--- src/rtl/spi_pkg.sv ---
// Shared SPI definitions: master FSM states plus word width and divider limits.
package spi_pkg;

   localparam int SPI_WORD_W      = 8;
   localparam int SPI_MIN_CLK_DIV = 4;

   typedef enum logic [2:0] {
      ST_IDLE,
      ST_SETUP,
      ST_HIGH,
      ST_LOW,
      ST_WAIT,
      ST_HOLD,
      ST_GAP
   } spi_master_state_t;

endpackage

--- src/rtl/spi_sync.sv ---
// Two-flop synchronizer for an asynchronous single-bit input, with a selectable reset value.
module spi_sync #(
   parameter logic RESET_VAL = 1'b0
) (
   input  logic clk,
   input  logic rst,
   input  logic d,
   output logic q
);

   logic meta;

   always_ff @(posedge clk) begin
      if (rst) begin
         meta <= RESET_VAL;
         q    <= RESET_VAL;
      end else begin
         meta <= d;
         q    <= meta;
      end
   end

endmodule

--- src/rtl/spi_master.sv ---
// SPI mode-0 master: MSB-first 8-bit words, multi-byte frames closed by tx_last,
// SCK derived from clk by a CLK_DIV-cycle half-period divider.
module spi_master
   import spi_pkg::*;
#(
   parameter int CLK_DIV = 8
) (
   input  logic       clk,
   input  logic       rst,
   input  logic       tx_valid,
   output logic       tx_ready,
   input  logic [7:0] tx_data,
   input  logic       tx_last,
   output logic       rx_valid,
   output logic [7:0] rx_data,
   output logic       busy,
   output logic       SCK,
   output logic       MOSI,
   output logic       SSEL,
   input  logic       MISO
);

   localparam int DIV_W = (CLK_DIV > 1) ? $clog2(CLK_DIV) : 1;
   localparam logic [DIV_W-1:0] DIV_LAST = DIV_W'(CLK_DIV - 1);

   if (CLK_DIV < SPI_MIN_CLK_DIV) begin : g_div_check
      $error("spi_master: CLK_DIV must be at least %0d", SPI_MIN_CLK_DIV);
   end

   spi_master_state_t state, state_n;
   logic [DIV_W-1:0] div, div_n;
   logic [2:0] bitcnt, bitcnt_n;
   logic [SPI_WORD_W-1:0] txsh, txsh_n;
   logic [SPI_WORD_W-1:0] rxsh, rxsh_n;
   logic [SPI_WORD_W-1:0] rx_data_n;
   logic last, last_n;
   logic sck_n, mosi_n, ssel_n, rx_valid_n;
   logic miso_s, div_end, accept;

   spi_sync #(.RESET_VAL(1'b0)) u_miso_sync (
      .clk (clk),
      .rst (rst),
      .d   (MISO),
      .q   (miso_s)
   );

   assign tx_ready = (state == ST_IDLE) || (state == ST_WAIT);
   assign busy     = (state != ST_IDLE);
   assign accept   = tx_valid && tx_ready;
   assign div_end  = (div == DIV_LAST);

   always_ff @(posedge clk) begin
      if (rst) begin
         state    <= ST_IDLE;
         div      <= '0;
         bitcnt   <= '0;
         txsh     <= '0;
         rxsh     <= '0;
         last     <= 1'b0;
         SCK      <= 1'b0;
         MOSI     <= 1'b0;
         SSEL     <= 1'b1;
         rx_valid <= 1'b0;
         rx_data  <= '0;
      end else begin
         state    <= state_n;
         div      <= div_n;
         bitcnt   <= bitcnt_n;
         txsh     <= txsh_n;
         rxsh     <= rxsh_n;
         last     <= last_n;
         SCK      <= sck_n;
         MOSI     <= mosi_n;
         SSEL     <= ssel_n;
         rx_valid <= rx_valid_n;
         rx_data  <= rx_data_n;
      end
   end

   always_comb begin
      state_n    = state;
      div_n      = div + 1'b1;
      bitcnt_n   = bitcnt;
      txsh_n     = txsh;
      rxsh_n     = rxsh;
      last_n     = last;
      sck_n      = SCK;
      mosi_n     = MOSI;
      ssel_n     = SSEL;
      rx_valid_n = 1'b0;
      rx_data_n  = rx_data;

      case (state)
         ST_IDLE: begin
            if (accept) begin
               txsh_n   = tx_data;
               last_n   = tx_last;
               bitcnt_n = '0;
               ssel_n   = 1'b0;
               mosi_n   = tx_data[7];
               state_n  = ST_SETUP;
            end
         end
         ST_SETUP, ST_LOW: begin
            if (div_end) begin
               sck_n   = 1'b1;
               rxsh_n  = {rxsh[SPI_WORD_W-2:0], miso_s};
               state_n = ST_HIGH;
            end
         end
         ST_HIGH: begin
            if (div_end) begin
               sck_n = 1'b0;
               if (bitcnt != 3'd7) begin
                  // Rotating keeps every shift bit live; only the MSB ever drives MOSI.
                  bitcnt_n = bitcnt + 3'd1;
                  txsh_n   = {txsh[SPI_WORD_W-2:0], txsh[SPI_WORD_W-1]};
                  mosi_n   = txsh[SPI_WORD_W-2];
                  state_n  = ST_LOW;
               end else begin
                  rx_data_n  = rxsh;
                  rx_valid_n = 1'b1;
                  state_n    = last ? ST_HOLD : ST_WAIT;
               end
            end
         end
         ST_WAIT: begin
            if (accept) begin
               txsh_n   = tx_data;
               last_n   = tx_last;
               bitcnt_n = '0;
               mosi_n   = tx_data[7];
               state_n  = ST_LOW;
            end
         end
         ST_HOLD: begin
            if (div_end) begin
               ssel_n  = 1'b1;
               mosi_n  = 1'b0;
               state_n = ST_GAP;
            end
         end
         ST_GAP: begin
            if (div_end) begin
               state_n = ST_IDLE;
            end
         end
         default: begin
            state_n = ST_IDLE;
         end
      endcase

      if ((state_n != state) || (state == ST_IDLE) || (state == ST_WAIT)) begin
         div_n = '0;
      end
   end

endmodule
--- config.mk ---
export PLATFORM = sky130hd
export DESIGN_NAME = spi_master
export DESIGN_NICKNAME = d
export VERILOG_FILES = /design/src/rtl/spi_pkg.sv /design/src/rtl/spi_sync.sv /design/src/rtl/spi_master.sv
export SDC_FILE = /design/constraint.sdc
export NUM_CORES = 1
export LEC_CHECK = 0
export ABC_AREA = 1
export CAP_MARGIN = 20
export CORE_MARGIN = 2
export CORE_UTILIZATION = 40
export DETAILED_ROUTE_END_ITERATION = 8
export HOLD_SLACK_MARGIN = 0.08
export PLACE_DENSITY = 0.61
export SYNTH_ARGS = -nofsm -noshare
export SYNTH_HDL_FRONTEND = slang
export SYNTH_SLANG_ARGS = --single-unit
--- constraint.sdc ---
create_clock -name clk -period 2.8 [get_ports clk]
set_input_delay 0.42 -clock clk [delete_from_list [all_inputs] [get_ports clk]]
set_output_delay 0.42 -clock clk [all_outputs]
set_load 0.01 [all_outputs]
# Yosys cells after proc, flatten, opt, wreduce, memory -nomap -nowiden
# Index checks and enable logic that the tools add are counted.
[word_totals] regBits=40 wordCells=81 output_inout_bits=14 inputBits=13
[op_classes] addsub=2 n_reduce_logical=21 eq_ne=15 bitwise=3 mux=27
[op_table] operator="two-way mux 3 bit" n=10
[op_table] operator="two-way mux 8 bit" n=3
[op_table] operator="one-hot mux 3 bit (6 select lines)" n=1
[op_table] operator="one-hot mux 8 bit (2 select lines)" n=1
[op_table] operator="equality test 3 bit (second input constant)" n=4
[op_table] operator="!= test 2 bit (second input constant)" n=5
[op_table] operator="AND reduction 3 bit" n=3
[op_table] operator="two-way mux 1 bit" n=8
[op_table] operator="adder 3 x 1 -> 3 bit (second input constant)" n=2
[op_table] operator="equality test 3 x 2 -> 1 bit (second input constant)" n=2
[op_table] operator="one-hot mux 3 bit (2 select lines)" n=1
[op_table] operator="nonzero test 2 bit" n=3
[op_table] operator="nonzero test 3 bit" n=2
[op_table] operator="OR reduction 2 bit" n=3
[op_table] operator="AND reduction 5 bit" n=1
[op_table] operator="one-hot mux 1 bit (2 select lines)" n=2
[op_table] operator="AND reduction 2 bit" n=2
[op_table] operator="AND reduction 4 bit" n=1
[op_table] operator="equality test 3 x 1 -> 1 bit (second input constant)" n=1
[op_table] operator="zero test 3 bit" n=1
[op_table] operator="logical OR 1 bit" n=3
[op_table] operator="!= test 3 bit" n=1
[op_table] operator="!= test 3 bit (second input constant)" n=1
[op_table] operator="inverter 1 bit" n=3
[op_table] operator="4 further kinds" n=4

# Logic depth before layout (Yosys ltp)
# Gate-level depths: netlist (run 1).
[logic_depth] ltp_word=9 mapped_depth=10 ltp_nobuf=10

# Hierarchy
# A second synthesis (run 1) with hierarchy kept.
[hier_totals] cells_unflattened=251 hier_area_um2=1781.7
[by_module_without_submodules] module="spi_master" seq_area_each_um2=760.7 cells_per_inst=245 area_per_inst_um2=1726.7 n_inst=1
[by_module_without_submodules] module="spi_sync" seq_area_each_um2=40.0 cells_per_inst=6 area_per_inst_um2=55.1 n_inst=1

# Worst setup path after synthesis (run 1)
# No wires, ideal clock.
[synth_path] path_type="reg-to-reg" start="register div[0]" end="register bitcnt[2]" t_required_ns=2.672 n_path_buf=1 stages_incl_launch_ff=10 t_arrival_ns=1.402 setup_ns=0.128 synth_period_minus_slack_ns=1.530 path_slack_ns=1.270 path_cell_list="dfxtp_1 > ha_1 > ha_1 > inv_1 > o21ai_1 > and2_4 > buf_6 > nand3_1 > nand2_1 > nor2_1"
[synth_via] elab_chain_cells=3
[synth_lines] element="start: declaration" line_no="spi_master.sv:31" rtl="logic [DIV_W-1:0] div, div_n;"
[synth_lines] element="start signal: assignment" line_no="spi_master.sv:67" rtl="div <= div_n;"
[synth_lines] element="equality test 3 bit" line_no="spi_master.sv:50" rtl="assign div_end = (div == DIV_LAST);"
[synth_lines] element="!= test 2 bit (no source line)"
[synth_lines] element="AND reduction 4 bit (no source line)"
[synth_lines] element="end signal: assignment" line_no="spi_master.sv:68" rtl="bitcnt <= bitcnt_n;"
[synth_lines] element="end: declaration" line_no="spi_master.sv:32" rtl="logic [2:0] bitcnt, bitcnt_n;"
# Every way passes these cells.
# A chain may end at the register's enable or synchronous reset.

# Worst setup path in the final report (run 1)
[layout_path] start="register state[0]" end="output busy"
[layout_via] elab_chain_cells=1
[layout_lines] element="start: declaration" line_no="spi_master.sv:30" rtl="spi_master_state_t state, state_n;"
[layout_lines] element="start signal: assignment" line_no="spi_master.sv:66" rtl="state <= state_n;"
[layout_lines] element="nonzero test 3 bit" line_no="spi_master.sv:48" rtl="assign busy = (state != ST_IDLE);"
[layout_lines] element="end: declaration" line_no="spi_master.sv:16" rtl="output logic busy,"
# Every way passes these cells.

==> flow_summary.json, run 1 <==
{
  "synthCells": 233,
  "syn-cell-area_mm2": 0.00171,
  "antenna_cells": 0,
  "routed_wl_um": 3370,
  "synth_top_area_share": 0.470,
  "area_growth_pct": 23.1,
  "dpl.hpwl_um": 2400,
  "final_cell_area_mm2": 0.00210,
  "antenna_found_initial": 0,
  "synth_top_family_by_area": "simple AND/OR/NAND/NOR gates",
  "dieWidth_um": 69.3,
  "synth-xor-area-share": 0,
  "seq_area_frac_synth": 0.470,
  "grt_overflow": 0,
  "hold_path_end": "u_miso_sync.q",
  "synth.largest_area_cell": "dfxtp_1",
  "crit_arrival_ns": 1.77,
  "cts_setup_buffers": 0,
  "path_class": "reg2out",
  "grt_use_met2": 0.261,
  "tightest_slew_ns": 0.542,
  "via_count": 1496,
  "die_y_um": 69.3,
  "tns_ns": 0,
  "grt_max_degree": 18,
  "cp-start-kind": "flip-flop",
  "place_congestion": 0.886,
  "r2r-start": "div[0]",
  "cp-end-kind": "output pin",
  "clockRootBuffer": "clkbuf_8",
  "cts_made_buffers": 5,
  "fillCellCount": 413,
  "synth_nets": 250,
  "ios": 27,
  "status": "completed",
  "yosys-top-cells-area": "dfxtp_1 47%, nand2_1 12%, a21oi_1 8.5%",
  "gr-usage-met1": 0.186,
  "clock_skew_ns": 0.00408,
  "hold_path.class": "reg2reg",
  "row_count": 23,
  "ir_drop_mv": 0.330,
  "dr.pass1.iters": 4,
  "ys_warn_count": 0,
  "hp-start": "u_miso_sync.meta",
  "setup_viol": 0,
  "clk_path_buf_depth": 2,
  "final-hold-violation-count": 0,
  "use_met3": 0.0349,
  "synth-compound-area-share": 0.150,
  "drive_gt1_frac": 0.0654,
  "grt_pass1_wl_um": 6070,
  "htreeDepth": 2,
  "remaining_drc_errors": 0,
  "fin_crit_sh": 0.783,
  "finalCriticalPeriod_ns": 2.19,
  "cts_tree": "done",
  "ys_seq_elements": 40,
  "cts_resized": 0,
  "insertion_delay_ns": 0.28,
  "layout.nets": 276,
  "power_density_mw_per_mm2": 559,
  "worst_ep_required_time_ns": 2.38,
  "synth_cell_types": 21,
  "max_clock_freq_ghz": 0.456,
  "grt_pass1_vias": 1446,
  "synthSimpleGateAreaFrac": 0.257,
  "grt_usage": 0.152,
  "ant_nets": 0,
  "hold_buffers": 0,
  "avgViaCountPerCell": 4.83,
  "crit_fanout": 11,
  "slew_violations": 0,
  "r2r_slack_ns": 0.96,
  "r2r-end": "rx_data[6]",
  "reg2reg_depth": 7,
  "hold_depth": 2,
  "core_mm2": 0.00406,
  "cts.sinks": 40,
  "slew_headroom": 0.638,
  "grt_setup_unrepaired": "false",
  "io_buffers": 26,
  "clk_pin_slew_ns": 0.08,
  "drt_iter0_drc": 71,
  "place_area_mm2": 0.00199,
  "die_area_mm2": 0.00480,
  "initial_utilization": 0.420,
  "drv_cap": 0,
  "cellLeakagePower_nw": 0.878,
  "avgSynthCellArea_um2": 7.32,
  "synthMuxAreaShare": 0,
  "synthAdderAreaFrac": 0.0293,
  "wl_per_cell_um": 10.9,
  "top_usage_layer": "met2"
}
critical path, stage by stage (launching register included):
cell	delay, ns
dfxtp_1	0.45
nor2_1	0.09
inv_1	0.27
nor2_1	0.07
inv_1	0.08
clkdlybuf4s50_1	0.53
worst max-delay path by stage:
stage | startpoint | endpoint | cells past startpoint
floorplan | div[0] | bitcnt[2] | 9
global placement | state[0] | busy | 5
detailed placement | state[0] | busy | 5
CTS | state[0] | busy | 5
global route | state[0] | busy | 5
finish | state[0] | busy | 5
report_power, final:
part           switching, W  leakage [nW]  internal [W]
combinational     0.0000676         0.497     0.0000559
sequential       0.00000978         0.325      0.000587
clock              0.000190        0.0552      0.000264
total              0.000267         0.878      0.000907
metal layers:
| metal | share of wire | wire [µm] |
|---|---|---|
| met2 | 0.46 | 1570 |
| met3 | 0.027 | 92 |
| met4 | 0.0095 | 32 |
| met1 | 0.50 | 1680 |
| met5 | 0 | 0 |
cell type report:
cell class | count | area, µm² | area share
well taps | 50 | 62.6 | 0.0298
multi-input cells | 156 | 744 | 0.355
clock inverters | 2 | 35.0 | 0.0167
repair buffers | 29 | 283 | 0.135
flip-flops and latches | 40 | 801 | 0.381
inverters | 27 | 101 | 0.0483
clock buffers | 6 | 72.6 | 0.0346
state kept, by name (all words and copies together), names as in the netlist:
register	cells
rx_valid	1
SCK	1
div	3
MOSI	1
rx_data	8
state	3
bitcnt	3
last	1
rxsh	8
u_miso_sync.q	1
u_miso_sync.meta	1
txsh	8
SSEL	1
kinds of logic after synthesis:
logic type               Yosys count
AO/OA/AOI/OAI                     50
flip-flops                        40
AND/OR/NAND/NOR                  102
buffers and inverters             37
adder cells (fa/ha/maj)            4
through the flow:
| step | util | power (W) | hold WS [ns] | worst slack, ns | std cells |
|---|---|---|---|---|---|
| global route | 0.517 | 0.00123 | 0.424 | 0.515 | 310 |
| finish | 0.517 | 0.00117 | 0.407 | 0.608 | 310 |
| detailed placement | 0.491 | 0.000734 | 0.397 | 0.933 | 302 |
| floorplan | - | 0.000689 | 0.388 | 1.27 | 233 |
| global placement | 0.491 | 0.000734 | 0.389 | 0.962 | 302 |
| CTS | 0.517 | 0.00119 | 0.410 | 0.608 | 310 |
placed cells by master, fill, tap and decap left out, drive strengths merged:
cell	n
or2	1
and2	1
inv	27
a31oi	1
nor2	19
a41oi	1
ha	4
buf	3
o21ai	18
a21oi	29
o22ai	1
clkdlybuf4s50	26
nor3	4
nand2	55
clkbuf	6
clkinv	1
bufinv	1
nand3	20
dfxtp	40
nand4	2
synthesized netlist by cell type:
cell	instances
nand2_1	53
dfxtp_1	40
a21oi_1	29
inv_1	27
nand3_1	20
o21ai_0	17
nor2_1	16
buf_2	5
ha_1	4
nor3_1	4
clkbuf_1	3
nor2_2	3
buf_6	2
nand2_2	2
nand4_1	2
a31oi_1	1
a41oi_1	1
and2_4	1
o21ai_1	1
o22ai_1	1
or2_2	1
Note: power is estimated with default switching activity, not from simulation.
==> run 2: changes to the inputs <==
PLACE_DENSITY = 0.64   (was 0.61)
clock period = 1.91 ns   (was 2.8 ns; I/O delays follow)
==> run 2 against run 1 <==
Power rose by 54%. Critical path depth did not move. Routed wire length rose by 8.7%. Clock power rose by 64%. Sequential power rose by 47%. Via count did not move. Global-route usage rose by 1.1 points. Combinational power rose by 54%. Sequential share of layout area fell by 0.72 points. Critical endpoint unchanged. Largest cell class unchanged.
==> flow_summary.json, run 2 (synthesis gave the netlist of run 1 again) <==
{
  "hold_path.class": "reg2reg",
  "tns_ns": 0,
  "clock_skew_ns": 0.00703,
  "core_mm2": 0.00406,
  "layout.nets": 279,
  "antenna_found_initial": 0,
  "cts.sinks": 40,
  "place_worst_setup_slack_ns": 0.241,
  "max_clock_freq_ghz": 0.546,
  "routed_wl_um": 3660,
  "remaining_drc_errors": 0,
  "dr.max_layer_used": "met4",
  "startpoint": "state[1]",
  "drv_cap": 0,
  "place_congestion": 0.876,
  "dieWidth_um": 69.3,
  "layout_commonest_cell": "nand2_1",
  "die_y_um": 69.3,
  "wl_per_cell_um": 11.7,
  "io_buffers": 26,
  "insertion_delay_ns": 0.30,
  "route.met2.wl_um": 1690,
  "drt_iter0_drc": 81,
  "final-hold-violation-count": 0,
  "grt_pass1_vias": 1342,
  "ant_nets": 0,
  "grt_setup_unrepaired": "false",
  "ios": 27,
  "htreeDepth": 2,
  "fin_crit_sh": 0.958,
  "slew_headroom": 0.521,
  "clockRootBuffer": "clkbuf_8",
  "dpl.hpwl_um": 2500,
  "fin_util": 0.528,
  "clk_path_buf_depth": 2,
  "avgViaCountPerCell": 4.78,
  "grt_max_degree": 18,
  "antenna_cells": 0,
  "grt_usage": 0.163,
  "worst_ep_required_time_ns": 1.62,
  "layout_common_cells": "53 x nand2_1, 39 x dfxtp_1, 29 x a21oi_1",
  "cp-start-kind": "flip-flop",
  "via_count": 1496,
  "largestRegisters": "rx_data: 8 flops, rxsh: 8 flops, txsh: 8 flops",
  "slew_violations": 0,
  "drive_gt1_frac": 0.0875,
  "cts_tree": "done",
  "area_growth_pct": 25.7,
  "power_density_mw_per_mm2": 844,
  "clk_pin_slew_ns": 0.08,
  "worst_slack_ns": 0.0796,
  "crit_arrival_ns": 1.54,
  "tightest_slew_ns": 0.716,
  "row_count": 23,
  "r2r-start": "div[0]",
  "cts_made_buffers": 5,
  "dr.pass1.iters": 4,
  "crit_fanout": 5,
  "grt_overflow": 0,
  "drt-met1-wl_um": 1790,
  "path_class": "reg2out",
  "status": "completed",
  "grt_pass1_wl_um": 6290,
  "cts_setup_buffers": 0,
  "setup_viol": 0,
  "hp-start": "u_miso_sync.meta",
  "cp-end-kind": "output pin",
  "initial_utilization": 0.420,
  "die_area_mm2": 0.00480,
  "finalCriticalPeriod_ns": 1.83,
  "routed-wl-met3_um": 107,
  "cellLeakagePower_nw": 0.902,
  "ir_drop_mv": 0.400
}
-- run 2: cell count changes in the layout (fill, tap and decap cells not counted) --
cell and delta:
buf_4 +2, buf_6 +1, clkinv_2 -1, dfxtp_1 -1
nor2_2 +1, clkbuf_1 -1, clkinv_4 +1, nor2_1 -1
dfxtp_2 +1, clkbuf_8 +1
-- run 2: per-stage QoR --
step	instance area, µm²	hold WS (ns)	power (W)	instances
6_report	2140	0.403	0.00181	313
5_1_grt	2140	0.435	0.00188	313
4_1_cts	2140	0.404	0.00182	313
3_5_place_dp	2010	0.392	0.00108	305
3_3_place_gp	2010	0.389	0.00108	305
2_1_floorplan	1710	0.388	0.00101	233
-- run 2: report_power, final --
group          switching [W]  leakage [nW]  internal [W]  total (W)
combinational       0.000104         0.515     0.0000850   0.000189
clock               0.000317        0.0614      0.000427   0.000744
sequential         0.0000153         0.325      0.000860   0.000876
total               0.000435         0.902       0.00137    0.00181
-- run 2: path summary, 6_finish.rpt --
kind | cells past startpoint | slack (ns) | to
worst min-delay path | 2 | 0.40 | u_miso_sync.q
worst max register to register | 8 | 0.24 | txsh[3]
worst min register to register | 2 | 0.40 | u_miso_sync.q
worst max-delay path | 5 | 0.08 | busy
-- run 2: area by class of cell --
class	count	area [µm²]
fillers	403	1910
flip-flops and latches	40	802
multi-input cells	156	747
repair buffers	32	309
inverters	27	101
clock buffers	6	82.6
well taps	50	62.6
clock inverters	2	38.8
-- run 2: metal layers --
layer	vias to the layer above	global-route usage
met2	24	0.260
met4	0	0.0784
met5	-	0
met1	654	0.210
li1	810	-
met3	8	0.0349
-- run 2: critical path, cell delays in order, from the launching register on --
cell and delay (ns):
dfxtp_1 0.44, nor2_2 0.07, inv_1 0.08, nor2_1 0.05, inv_1 0.08, clkdlybuf4s50_1 0.53
-- run 2: timing repair --
item / CTS / global route
resized for setup: 1 / 2
hold buffers: 0 / 0
pin swaps: 0 / 1
setup endpoints to repair: 1 / 2
==> run 3: changes to the inputs <==
HOLD_SLACK_MARGIN = 0.03   (was 0.08)
==> results of run 3 <==
The final DEF is identical to that of run 2; final timing and power are the same.
